File: config.mk
export PLATFORM = sky130hd
export DESIGN_NAME = hier_include_sized_fifo_flat
export DESIGN_NICKNAME = d
export VERILOG_FILES = /design/src/rtl/hier_include_sized_fifo.sv /design/src/rtl/hier_include_sized_fifo_if.sv /design/src/flat_wrapper.sv
export SDC_FILE = /design/constraint.sdc
export NUM_CORES = 1
export LEC_CHECK = 0
export BUFFER_PORTS_ARGS = -buffer_cell sky130_fd_sc_hd__buf_2
export CELL_PAD_IN_SITES_DETAIL_PLACEMENT = 1
export CELL_PAD_IN_SITES_GLOBAL_PLACEMENT = 2
export CORE_ASPECT_RATIO = 2
export CORE_UTILIZATION = 40
export CTS_BUF_LIST = sky130_fd_sc_hd__clkbuf_4
export DETAILED_ROUTE_END_ITERATION = 8
export GPL_ROUTABILITY_DRIVEN = 0
export PLACE_DENSITY = 0.83
export RECOVER_POWER = 100
export SYNTH_ARGS = -nofsm -noshare
export SYNTH_HDL_FRONTEND = slang
export SYNTH_SLANG_ARGS = --single-unit
File: constraint.sdc
create_clock -name clk -period 2.55 [get_ports clk]
set_input_delay 0.51 -clock clk [delete_from_list [all_inputs] [get_ports clk]]
set_output_delay 0.51 -clock clk [all_outputs]
set_load 0.05 [all_outputs]
File: src/rtl/hier_include_sized_fifo.sv
// Parametrised ready/valid FIFO with flush, almost-full and a sticky
// high-water mark. Depth defaults to the hierarchy-wide ANOTHER_SIZE.
package hierIncludeTop_package;
  parameter int ANOTHER_SIZE = 4;
endpackage

module hier_include_sized_fifo
  import hierIncludeTop_package::*;
#(
  parameter int DATA_WIDTH   = 32,
  parameter int DEPTH        = ANOTHER_SIZE,
  parameter int AFULL_THRESH = DEPTH - 1,
  localparam int CW          = $clog2(DEPTH + 1)
) (
  input logic                    clk,
  input logic                    rst,
  hier_include_sized_fifo_if.slave fifo_if
);
  localparam int PW = $clog2(DEPTH);
  localparam logic [CW-1:0] DEPTH_C = CW'(DEPTH);
  localparam logic [CW-1:0] AFULL_C = CW'(AFULL_THRESH);
  localparam logic [PW-1:0] LAST_C  = PW'(DEPTH - 1);

  logic [DATA_WIDTH-1:0] mem_q [DEPTH];
  logic [PW-1:0]         wr_ptr_q, wr_ptr_d;
  logic [PW-1:0]         rd_ptr_q, rd_ptr_d;
  logic [CW-1:0]         count_q, count_d;
  logic [CW-1:0]         hwm_q, hwm_d;
  logic                  push_fire, pop_fire;

  // Explicit wrap so non-power-of-two depths never index past DEPTH-1.
  function automatic logic [PW-1:0] nextPtr(input logic [PW-1:0] p);
    return (p == LAST_C) ? '0 : p + 1'b1;
  endfunction

  assign fifo_if.push_ready  = !fifo_if.flush && (count_q != DEPTH_C);
  assign fifo_if.pop_valid   = (count_q != '0);
  assign fifo_if.pop_data    = mem_q[rd_ptr_q];
  assign fifo_if.count       = count_q;
  assign fifo_if.almost_full = (count_q >= AFULL_C);
  assign fifo_if.hwm         = hwm_q;

  assign push_fire = fifo_if.push_valid && fifo_if.push_ready;
  assign pop_fire  = fifo_if.pop_valid && fifo_if.pop_ready;

  always_comb begin
    wr_ptr_d = wr_ptr_q;
    rd_ptr_d = rd_ptr_q;
    count_d  = count_q;
    if (fifo_if.flush) begin
      wr_ptr_d = '0;
      rd_ptr_d = '0;
      count_d  = '0;
    end else begin
      if (push_fire) wr_ptr_d = nextPtr(wr_ptr_q);
      if (pop_fire)  rd_ptr_d = nextPtr(rd_ptr_q);
      if (push_fire && !pop_fire)      count_d = count_q + 1'b1;
      else if (!push_fire && pop_fire) count_d = count_q - 1'b1;
    end
  end

  // Clear wins over the running maximum; flush leaves the mark alone.
  always_comb begin
    hwm_d = hwm_q;
    if (fifo_if.hwm_clr)      hwm_d = count_d;
    else if (count_d > hwm_q) hwm_d = count_d;
  end

  always_ff @(posedge clk or posedge rst) begin
    if (rst) begin
      wr_ptr_q <= '0;
      rd_ptr_q <= '0;
      count_q  <= '0;
      hwm_q    <= '0;
    end else begin
      wr_ptr_q <= wr_ptr_d;
      rd_ptr_q <= rd_ptr_d;
      count_q  <= count_d;
      hwm_q    <= hwm_d;
    end
  end

  // Storage is deliberately left out of reset.
  always_ff @(posedge clk) begin
    if (push_fire) mem_q[wr_ptr_q] <= fifo_if.push_data;
  end
endmodule
File: src/rtl/hier_include_sized_fifo_if.sv
// Ready/valid push and pop channels plus flush, high-water and status
// signals for hier_include_sized_fifo. The FIFO side uses the slave modport.
interface hier_include_sized_fifo_if #(
  parameter int DATA_WIDTH = 32,
  parameter int CW         = 3
);
  logic                  push_valid;
  logic                  push_ready;
  logic [DATA_WIDTH-1:0] push_data;
  logic                  pop_valid;
  logic                  pop_ready;
  logic [DATA_WIDTH-1:0] pop_data;
  logic                  flush;
  logic                  hwm_clr;
  logic [CW-1:0]         count;
  logic                  almost_full;
  logic [CW-1:0]         hwm;

  modport master (
    output push_valid, push_data, pop_ready, flush, hwm_clr,
    input  push_ready, pop_valid, pop_data, count, almost_full, hwm
  );

  modport slave (
    input  push_valid, push_data, pop_ready, flush, hwm_clr,
    output push_ready, pop_valid, pop_data, count, almost_full, hwm
  );
endinterface

File: src/flat_wrapper.sv
// flat-port wrapper written by rule: the top's interface ports become plain ports
module hier_include_sized_fifo_flat import hierIncludeTop_package::*;
#(
  parameter int DATA_WIDTH   = 32,
  parameter int DEPTH        = ANOTHER_SIZE,
  parameter int AFULL_THRESH = DEPTH - 1,
  localparam int CW          = $clog2(DEPTH + 1)
)
  (clk, rst, fifo_if_push_valid, fifo_if_push_data, fifo_if_pop_ready, fifo_if_flush, fifo_if_hwm_clr, fifo_if_push_ready, fifo_if_pop_valid, fifo_if_pop_data, fifo_if_count, fifo_if_almost_full, fifo_if_hwm);
  hier_include_sized_fifo_if #(.DATA_WIDTH(DATA_WIDTH)) fifo_if_i ();
  input logic clk;
  input logic rst;
  input wire logic [$bits(fifo_if_i.push_valid)-1:0] fifo_if_push_valid;
  input wire logic [$bits(fifo_if_i.push_data)-1:0] fifo_if_push_data;
  input wire logic [$bits(fifo_if_i.pop_ready)-1:0] fifo_if_pop_ready;
  input wire logic [$bits(fifo_if_i.flush)-1:0] fifo_if_flush;
  input wire logic [$bits(fifo_if_i.hwm_clr)-1:0] fifo_if_hwm_clr;
  output wire logic [$bits(fifo_if_i.push_ready)-1:0] fifo_if_push_ready;
  output wire logic [$bits(fifo_if_i.pop_valid)-1:0] fifo_if_pop_valid;
  output wire logic [$bits(fifo_if_i.pop_data)-1:0] fifo_if_pop_data;
  output wire logic [$bits(fifo_if_i.count)-1:0] fifo_if_count;
  output wire logic [$bits(fifo_if_i.almost_full)-1:0] fifo_if_almost_full;
  output wire logic [$bits(fifo_if_i.hwm)-1:0] fifo_if_hwm;
  assign fifo_if_i.push_valid = fifo_if_push_valid;
  assign fifo_if_i.push_data = fifo_if_push_data;
  assign fifo_if_i.pop_ready = fifo_if_pop_ready;
  assign fifo_if_i.flush = fifo_if_flush;
  assign fifo_if_i.hwm_clr = fifo_if_hwm_clr;
  assign fifo_if_push_ready = fifo_if_i.push_ready;
  assign fifo_if_pop_valid = fifo_if_i.pop_valid;
  assign fifo_if_pop_data = fifo_if_i.pop_data;
  assign fifo_if_count = fifo_if_i.count;
  assign fifo_if_almost_full = fifo_if_i.almost_full;
  assign fifo_if_hwm = fifo_if_i.hwm;
  hier_include_sized_fifo #(.DATA_WIDTH(DATA_WIDTH), .DEPTH(DEPTH), .AFULL_THRESH(AFULL_THRESH)) u_core (.clk(clk), .rst(rst), .fifo_if(fifo_if_i));
endmodule
After elaboration in Yosys (flattened, before gate mapping). Memory sizes are Yosys's and may differ from the RTL's. Cells that the tools add are included.

Add/subtract/negate cells: 4. Reductions and logical operators: 12. Bitwise operators: 0. Multipliers: 0. Multiplexer cells: 13. Order comparisons: 2. Divide/modulo/power cells: 0. Eq/ne operators: 3. Shift operators: 0.

Operators by type and width (number): $mux W3 (5); $mux W2 (6); $reduce_bool A2 Y1 (3); $logic_and A1 B1 Y1 (5); $add A2 B1 Y2 const B (2); $eq A2 B2 Y1 const B (2); $add A3 B1 Y3 const B (1); $ge A3 B2 Y1 const B (1); $gt A3 B3 Y1 (1); $logic_not A1 Y1 (3); $ne A3 B3 Y1 const B (1); $reduce_bool A3 Y1 (1); $sub A3 B1 Y3 const B (1); $mux W1 (2).

Memory bits (read-only): 0. Bits in latches: 0. Input port bits: 38. Memories: 1. Word-level logic and storage cells: 39. Register bits after elaboration: 10. Memory bits (writable): 128.

Memory list: u_core.mem_q (words 4, width 32, rd ports 1, clocked after Yosys merged registers in 0, wr ports 1, RTL line hier_include_sized_fifo.sv:24) `logic [DATA_WIDTH-1:0] mem_q [DEPTH];`.

Logic depth before layout (Yosys ltp). Gate-level depths: netlist of the first run.

Depth after elaboration: 11. Depth in mapped cells: 12. Mapped depth without buffers: 11.

Worst setup path after synthesis of the first run. No wires, ideal clock.

Path type: register -> register. Start point: register u_core.count_q[0], in the netlist u_core.fifo_if.count[0]. End point: register u_core.hwm_q[0], in the netlist u_core.fifo_if.hwm[0]. Library setup time: 125 ps. Required time: 2425 ps. Stages on the path, launching flop included: 11. Clock period less this slack: 2991 ps. Setup slack: -441 ps. Buffers on the path: 0. Arrival time: 2866 ps. Path through: dfrtp_1 inv_1 ha_1 nor4b_1 a211oi_1 o221a_2 ha_1 nand3_1 o21ai_0 o21ai_0 mux2_2.

Longest elaborated chain between the ends: 10. Elaborated cells on any way between the ends: 18. Those cells by class: add/sub (2); order compare (1); eq/ne (1); mux (5); reduce/logical (9).

RTL lines: start, declared (RTL line hier_include_sized_fifo.sv:27) `logic [CW-1:0] count_q, count_d;`; start signal, assigned (RTL line hier_include_sized_fifo.sv:78) `count_q <= count_d;`; $ne A3 B3 Y1 (RTL line hier_include_sized_fifo.sv:36) `assign fifo_if.push_ready = !fifo_if.flush && (count_q != DEPTH_C);`; $logic_and A1 B1 Y1 (RTL line hier_include_sized_fifo.sv:36); $logic_and A1 B1 Y1 (RTL line hier_include_sized_fifo.sv:43) `assign push_fire = fifo_if.push_valid && fifo_if.push_ready;`; $logic_not A1 Y1 (RTL line hier_include_sized_fifo.sv:58) `else if (!push_fire && pop_fire) count_d = count_q - 1'b1;`; $logic_and A1 B1 Y1 (RTL line hier_include_sized_fifo.sv:58); $mux W3 (RTL line hier_include_sized_fifo.sv:58); $mux W3 (*) (RTL line hier_include_sized_fifo.sv:57) `if (push_fire && !pop_fire) count_d = count_q + 1'b1;`; $mux W3 (*) (RTL line hier_include_sized_fifo.sv:50) `if (fifo_if.flush) begin`; named net u_core.count_d[1] (RTL line hier_include_sized_fifo.sv:27); $gt A3 B3 Y1 (*) (RTL line hier_include_sized_fifo.sv:66) `else if (count_d > hwm_q) hwm_d = count_d;`; $reduce_bool A2 Y1 (no line) (*); end signal, assigned (RTL line hier_include_sized_fifo.sv:79) `hwm_q <= hwm_d;`; end, declared (RTL line hier_include_sized_fifo.sv:28) `logic [CW-1:0] hwm_q, hwm_d;`.

Mark *: on every way through the listed nets, which the timed path passes. The rest lies on a longest branch. The select of a mux whose other input is x is not followed. A chain may end at the register's enable or synchronous reset.

Worst setup path after layout of the first run.
Start point: register u_core.count_q[1], in the netlist u_core.fifo_if.count[1]. End point: register u_core.hwm_q[1], in the netlist u_core.fifo_if.hwm[1].

Longest elaborated chain between the ends: 10. Elaborated cells on any way between the ends: 18. Those cells by class: add/sub (2); order compare (1); eq/ne (1); mux (5); reduce/logical (9).

RTL lines (RTL line): $ne A3 B3 Y1 (hier_include_sized_fifo.sv:36); $logic_and A1 B1 Y1 (hier_include_sized_fifo.sv:36); $logic_and A1 B1 Y1 (hier_include_sized_fifo.sv:43); $logic_not A1 Y1 (hier_include_sized_fifo.sv:58); $logic_and A1 B1 Y1 (hier_include_sized_fifo.sv:58); $mux W3 (hier_include_sized_fifo.sv:58); $mux W3 (*) (hier_include_sized_fifo.sv:57); $mux W3 (*) (hier_include_sized_fifo.sv:50); $gt A3 B3 Y1 / $mux W3 (equally long branches) (hier_include_sized_fifo.sv:66); $reduce_bool A2 Y1 (no line) / $mux W3 (equally long branches).

Mark *: on every way between the ends. The rest lies on a longest branch, timed or not. The select of a mux whose other input is x is not followed.

==> results of run 1 <==
synth_stat cells, types with 2 or more instances:
library cell  instances  area [sq um]
edfxtp_1            128          3840
mux4_2               32           721
inv_1                12          45.0
ha_1                 11           138
dfrtp_1              10           250
nor2_1                9          33.8
buf_2                 7          35.0
and2_1                5          31.3
o21ai_0               5          25.0
mux2i_1               4          40.0
nand3_1               4          20.0
a211oi_1              3          22.5
clkbuf_1              3          11.3
a21oi_1               2          10.0
buf_6                 2          22.5
nand2_1               2          7.51
nor2b_1               2          12.5
xor2_1                2          17.5
cell families after synthesis:
logic type / synth area share, %
adder cells (fa/ha/maj): 2.54
AO/OA/AOI/OAI: 2.24
multiplexers: 14.5
flip-flops: 75.5
buffers and inverters: 2.10
AND/OR/NAND/NOR: 2.72
XOR/XNOR: 0.323
final timing paths:
kind	to	from	cells after the start
worst min register to register	u_core.fifo_if.hwm[1]$_DFFE_PP0P_	u_core.fifo_if.hwm[1]$_DFFE_PP0P_	1
max in group asynchronous	u_core.fifo_if.count[1]$_DFF_PP0_	rst	3
worst min-delay path	u_core.wr_ptr_q[1]$_DFFE_PP0P_	fifo_if_flush	2
min in group asynchronous	u_core.fifo_if.hwm[1]$_DFFE_PP0P_	rst	3
worst max register to register	u_core.fifo_if.hwm[1]$_DFFE_PP0P_	u_core.fifo_if.count[1]$_DFF_PP0_	10
worst max-delay path	u_core.fifo_if.hwm[1]$_DFFE_PP0P_	u_core.fifo_if.count[1]$_DFF_PP0_	10
repair_timing:
action	4_1_cts	5_1_grt
endpoints found under the hold margin	10	0
pin swaps	2	6
gates resized for setup	2	8
setup endpoints to repair	30	12
setup buffers	6	3
hold buffers	1	0
sequential cells by signal (all words and copies together), names as in the netlist:
register              cells
u_core.mem_q            128
u_core.fifo_if.count      3
u_core.fifo_if.hwm        3
u_core.rd_ptr_q           2
u_core.wr_ptr_q           2
cell type report:
cell class / instances / area share [%]
Antenna cell: 1 / 0.0387
Clock buffer: 18 / 2.09
Multi-Input combinational cell: 95 / 20.1
Timing Repair Buffer: 99 / 7.94
Sequential cell: 138 / 63.3
Tap cell: 152 / 2.94
Inverter: 12 / 0.734
Clock inverter: 14 / 2.82
worst max-delay path, cell delays in order (launching register included):
cell      delay, ns
dfrtp_2        0.46
inv_2          0.09
ha_4           0.15
and3b_1        0.19
a211oi_2       0.26
mux2i_2        0.31
ha_1           0.29
nand3_2        0.09
o21ai_2        0.07
o21ai_2        0.20
mux2_4         0.31
through the flow:
stage / instances / instance area [sq um] / power, W
after floorplan: 257 / 5480 / 0.00454
after global placement: 486 / 6150 / 0.00504
after detailed placement: 486 / 6150 / 0.00508
after CTS: 525 / 6530 / 0.00671
after global routing: 529 / 6470 / 0.00697
final: 529 / 6470 / 0.00668
where the power goes:
| group | internal [W] | total [W] | leakage (nW) | switching [W] |
|---|---|---|---|---|
| Clock | 0.000714 | 0.00153 | 0.161 | 0.000819 |
| Combinational | 0.000882 | 0.00248 | 0.748 | 0.00160 |
| Sequential | 0.00260 | 0.00266 | 1.29 | 0.0000691 |
metal layers:
layer	vias up	track usage (%)	wire [um]
met3	11	4.46	359
met4	0	6.60	160
li1	1261	-	-
met5	-	0	0
met2	60	29.9	6080
met1	1412	15.7	3800
==> out/qor.txt, run 1 <==
Clock H-tree levels = 4
Layout area overhead = 19.5%
crit start category = register
number of global-route vias before repair = 3087
worst hold slack = 0.242 ns
Reg2Reg Setup Slack = 0.04 ns
drt wl/cell = 19.7 um
die height = 167 um
Top FF cell, synth = edfxtp_1
ys async rst share = 7.25%
IO Port Bufs = 78
commonest non-fill, non-tap cell in the layout = edfxtp_1
mean post-synth cell area = 21.1 sq um
CP Capture Type = register
Worst EP required = 2.95 ns
count of cell types in the netlist = 32
Setup Skew = 0.0171 ns
Filler Cells Inserted = 1293
register area = 4100 sq um
drt initial violations = 132
Vias per Instance = 5.19
Leakage Power = 2.20 nW
total CTS buffers = 17
setup slack at placement = -0.0931 ns
Finish-stage setup viols = 0
Post-DRT Antenna Nets = 0
FP Rows = 59
#FFs+latches synth = 138
CTS clock-pin slew for the worst setup and hold paths = 0.12 ns
antenna violations before repair = 1
pwr dens = 1030 nW/um^2
setup TNS = 0 ns
GRT overflow = 0
worst-margin pin slew = 0.635 ns
final WL = 10.4 mm
Layout Utilization = 49.3%
multi-input logic area = 1300 sq um
starting density of the core = 41.2%
first-pass GRT wire length = 16.1 mm
post-synthesis sequential area ratio = 75.5%
TritonCTS clock tree = yes
Total Routing Usage GR = 15.8%
# DRC = 9
1st-pass router iterations = 6
most frequent cells in the layout = 128 x edfxtp_1, 39 x clkbuf_1, 32 x mux4_2
clk sinks = 138
Synth Cell Area = 5420 sq um
Hold Crit Class = in -> reg
Final min period = 2.51 ns
unrepaired setup endpoints after global routing = yes
fin worst setup slack = 0.0362 ns
fin nets = 412
final period utilization = 98.6%
Arrival @ worst endpoint = 2.92 ns
via count = 2744
failing checks = DRC
Synth warnings = 0
Max Slew Vio Count = 0
CTS Buffer Depth = 2
max-cap violation count = 0
largest net degree at the start of global routing = 33
worst-path fanout max = 5
Max VDD drop = 0.601 mV
final hold violations = 0
CP Class = reg -> reg
cells after synthesis = 257
Post-synth EDFFs = 128
die area = 14000 sq um
I/O pin cnt = 79
Post-Syn Nets = 306
Worst slew margin = 57.7%
die width = 84.3 um
share of cells above drive strength 1 = 39.6%
CTS root buffer = clkbuf_4
DP HPWL = 6.93 mm
core area = 13100 sq um
status = finished with violations
clk_lat worst skew = 0.51 ns
Max Fclk = 0.398 GHz
No activity file was read; power rests on OpenSTA's default activity.
==> run 2: changes to the inputs <==
--- a/config.mk
+++ b/config.mk
@@ -5,15 +5,17 @@
 export SDC_FILE = /design/constraint.sdc
 export NUM_CORES = 1
 export LEC_CHECK = 0
+export ABC_AREA = 1
 export BUFFER_PORTS_ARGS = -buffer_cell sky130_fd_sc_hd__buf_2
 export CELL_PAD_IN_SITES_DETAIL_PLACEMENT = 1
 export CELL_PAD_IN_SITES_GLOBAL_PLACEMENT = 2
 export CORE_ASPECT_RATIO = 2
-export CORE_UTILIZATION = 40
+export CORE_UTILIZATION = 37
 export CTS_BUF_LIST = sky130_fd_sc_hd__clkbuf_4
 export DETAILED_ROUTE_END_ITERATION = 8
 export GPL_ROUTABILITY_DRIVEN = 0
-export PLACE_DENSITY = 0.83
+export MAX_ROUTING_LAYER = met4
+export PLACE_DENSITY = 0.79
 export RECOVER_POWER = 100
 export SYNTH_ARGS = -nofsm -noshare
 export SYNTH_HDL_FRONTEND = slang
==> out/qor.txt, run 2 <==
worst-margin pin slew = 0.577 ns (was 0.635 ns)
worst hold slack = 0.239 ns (was 0.242 ns)
cell taking the most area after synthesis = edfxtp_1 (unchanged)
Max Fclk = 0.411 GHz (was 0.398 GHz)
Post-synth EDFFs = 128 (unchanged)
Layout area overhead = 19.4% (was 19.5%)
Arrival @ worst endpoint = 1.92 ns (was 2.92 ns)
Reg2Reg Depth = 16 (was 10)
slowest cell delay on critical path = 0.45 ns (was 0.46 ns)
CTS Buffer Depth = 2 (unchanged)
Vias per Instance = 5.12 (was 5.19)
Top FF cell, synth = edfxtp_1 (unchanged)
Synth Cell Area = 5500 sq um (was 5420 sq um)
fin nets = 556 (was 412)
final WL = 13.4 mm (was 10.4 mm)
most frequent cells in the layout = 128 x edfxtp_1, 66 x o21ai_0, 65 x nor2_1 (was 128 x edfxtp_1, 39 x clkbuf_1, 32 x mux4_2)
#FFs+latches synth = 138 (unchanged)
top cells by area, synth = edfxtp_1 70%, o21ai_0 6.0%, nor2_1 4.7% (was edfxtp_1 71%, mux4_2 13%, dfrtp_1 4.6%)
adder-cell area share of the yosys netlist = 2.50% (was 2.54%)
Reg with most FFs = u_core.mem_q (unchanged)
die height = 174 um (was 167 um)
Finish-stage setup viols = 0 (unchanged)
TritonCTS clock tree = yes (unchanged)
post-synthesis sequential area ratio = 74.5% (was 75.5%)
Synth warnings = 0 (unchanged)
Post CTS Setup Buffer Count = 0 (was 6)
ys async rst share = 7.25% (unchanged)
Clock H-tree levels = 4 (unchanged)
# DRC = 0 (was 9)
max reg flops = 128 (unchanged)
DP HPWL = 8.48 mm (was 6.93 mm)
max-cap violation count = 0 (unchanged)
total CTS buffers = 17 (unchanged)
Setup Skew = 0.0218 ns (was 0.0171 ns)
FP Rows = 62 (was 59)
first-pass GRT wire length = 20.7 mm (was 16.1 mm)
count of cell types in the netlist = 24 (was 32)
Max Slew Vio Count = 0 (unchanged)
worst flop-to-flop path endpoint = u_core.fifo_if.hwm[1]$_DFFE_PP0P_ (unchanged)
hold path start = fifo_if_push_data[27] (was fifo_if_flush)
largest net degree at the start of global routing = 66 (was 33)
register area = 4100 sq um (about the same)
Crit path max-delay family = buffers and inverters (was multiplexers)
CP max stage cell = dfrtp_2 (unchanged)
IO Port Bufs = 78 (unchanged)
Total Routing Usage GR = 19.1% (was 15.8%)
Layout Utilization = 45.5% (was 49.3%)
Hold Crit Class = in -> reg (unchanged)
main combinational cell family by area after synthesis = compound AO/OA/AOI/OAI gates (was multiplexers)
Post-Syn Nets = 463 (was 306)
via count = 3649 (was 2744)
drt initial violations = 139 (was 132)
Final min period = 2.43 ns (was 2.51 ns)
cells after synthesis = 414 (was 257)
final hold violations = 0 (unchanged)
WP buf/inv = 3 (was 1)
pwr dens = 932 nW/um^2 (was 1030 nW/um^2)
status = complete, no violations (was finished with violations)
hold depth = 1 (was 2)
Worst Hold End = u_core.mem_q[2][27]$_DFFE_PP_ (was u_core.wr_ptr_q[1]$_DFFE_PP0P_)
CTS root buffer = clkbuf_4 (unchanged)
Worst slew margin = 61.6% (was 57.7%)
XOR/XNOR Fraction of Synth Area = 0% (was 0.323%)
I/O pin cnt = 79 (unchanged)
crit start category = register (unchanged)
Simple-Gate Fraction of Synth Area = 8.65% (was 2.72%)
Post-DRT Antenna Nets = 0 (unchanged)
CTS clock-pin slew for the worst setup and hold paths = 0.12 ns (about the same)
antenna violations before repair = 1 (unchanged)
Leakage Power = 2.38 nW (was 2.20 nW)
top-count cell post-synth = edfxtp_1 (unchanged)
drt wl/cell = 18.8 um (was 19.7 um)
die width = 88.2 um (was 84.3 um)
multi-input logic area = 1250 sq um (was 1300 sq um)
Commonest cells post-synth = 128 x edfxtp_1, 69 x nor2_1, 66 x o21ai_0 (was 128 x edfxtp_1, 32 x mux4_2, 12 x inv_1)
Reg2Reg Setup Slack = 0.19 ns (was 0.04 ns)
Crit path depth = 5 (was 10)
GRT overflow = 0 (unchanged)
CP Class = reg -> out (was reg -> reg)
crit-path cells = inv_2, buf_12, nor2_1, o22ai_1, clkbuf_4 (was inv_2, ha_4, and3b_1, a211oi_2, mux2i_2, ha_1, nand3_2, o21ai_2, o21ai_2, mux2_4)
clk_lat worst skew = 0.52 ns (was 0.51 ns)
mux cell area share after synthesis = 0% (was 14.5%)
clk sinks = 138 (unchanged)
Filler Cells Inserted = 1561 (was 1293)
final period utilization = 95.5% (was 98.6%)
worst-path fanout max = 33 (was 5)
CP Capture Type = primary output (was register)
number of global-route vias before repair = 3987 (was 3087)
commonest non-fill, non-tap cell in the layout = edfxtp_1 (unchanged)
starting density of the core = 38.1% (was 41.2%)
post-synthesis compound-gate area fraction = 10.5% (was 2.24%)
Max VDD drop = 0.461 mV (was 0.601 mV)
1st-pass router iterations = 4 (was 6)
Yosys top cell area share = 69.9% (was 70.9%)
core area = 14400 sq um (was 13100 sq um)
reg2reg start = u_core.fifo_if.count[0]$_DFF_PP0_ (was u_core.fifo_if.count[1]$_DFF_PP0_)
mean post-synth cell area = 13.3 sq um (was 21.1 sq um)
share of cells above drive strength 1 = 21.9% (was 39.6%)
die area = 15400 sq um (was 14000 sq um)
Worst EP required = 2.04 ns (was 2.95 ns)
[run 2: how the worst max path moves through the flow]
stage	to	slack, ns	from
global route	fifo_if_pop_data[23]	-0.01	u_core.rd_ptr_q[0]$_DFFE_PP0P_
detailed placement	u_core.fifo_if.hwm[1]$_DFFE_PP0P_	0.06	u_core.fifo_if.count[0]$_DFF_PP0_
CTS	fifo_if_pop_data[6]	0.0002	u_core.rd_ptr_q[0]$_DFFE_PP0P_
global placement	u_core.fifo_if.hwm[0]$_DFFE_PP0P_	0.15	u_core.fifo_if.count[0]$_DFF_PP0_
floorplan	u_core.mem_q[0][0]$_DFFE_PP_	0.04	u_core.fifo_if.count[0]$_DFF_PP0_
finish	fifo_if_pop_data[6]	0.12	u_core.rd_ptr_q[0]$_DFFE_PP0P_
[run 2: where the power goes]
group	internal, W	total, W	switching (W)
clock	0.000795	0.00159	0.000796
combinational	0.000469	0.00187	0.00140
sequential	0.00260	0.00265	0.0000576
total	0.00386	0.00611	0.00225
[run 2: timing repair]
action / 4_1_cts / 5_1_grt
endpoints found under the hold margin: 10 / 0
cloned: 0 / 1
setup endpoints to repair: 3 / 18
pin swaps: 0 / 0
hold buffers: 1 / 0
gates resized for setup: 5 / 10
[run 2: logic make-up after synthesis]
family	after synthesis
AND/OR/NAND/NOR	115
adder cells (fa/ha/maj)	11
buffers and inverters	45
flip-flops	138
AO/OA/AOI/OAI	105
[run 2: per-layer routing]
layer | up-vias | share of wire [%] | global-route usage, %
met2 | 79 | 57 | 34.2
li1 | 1693 | - | -
met4 | 0 | 2.7 | 8.06
met1 | 1851 | 38 | 19.4
met3 | 26 | 2.9 | 4.04
met5 | - | 0 | -
[run 2: layout make-up]
type / count / share of cell area (%)
diodes: 1 / 0.0382
clock buffers: 18 / 2.06
clock inverters: 14 / 2.92
inverters: 25 / 1.45
multi-input cells: 231 / 19.1
flip-flops and latches: 138 / 62.5
well taps: 192 / 3.66
repair buffers: 94 / 8.32
[run 2: stage by stage]
| stage | power, W | TNS [ns] | worst slack, ns | instance area, sq um | instances |
|---|---|---|---|---|---|
| 2_1_floorplan | 0.00403 | 0 | 0.0365 | 5510 | 414 |
| 3_3_place_gp | 0.00449 | 0 | 0.151 | 6190 | 678 |
| 3_5_place_dp | 0.00454 | 0 | 0.0591 | 6190 | 678 |
| 4_1_cts | 0.00614 | 0 | 0.000229 | 6550 | 711 |
| 5_1_grt | 0.00641 | -0.00956 | -0.00956 | 6560 | 713 |
| 6_report | 0.00611 | 0 | 0.116 | 6560 | 713 |
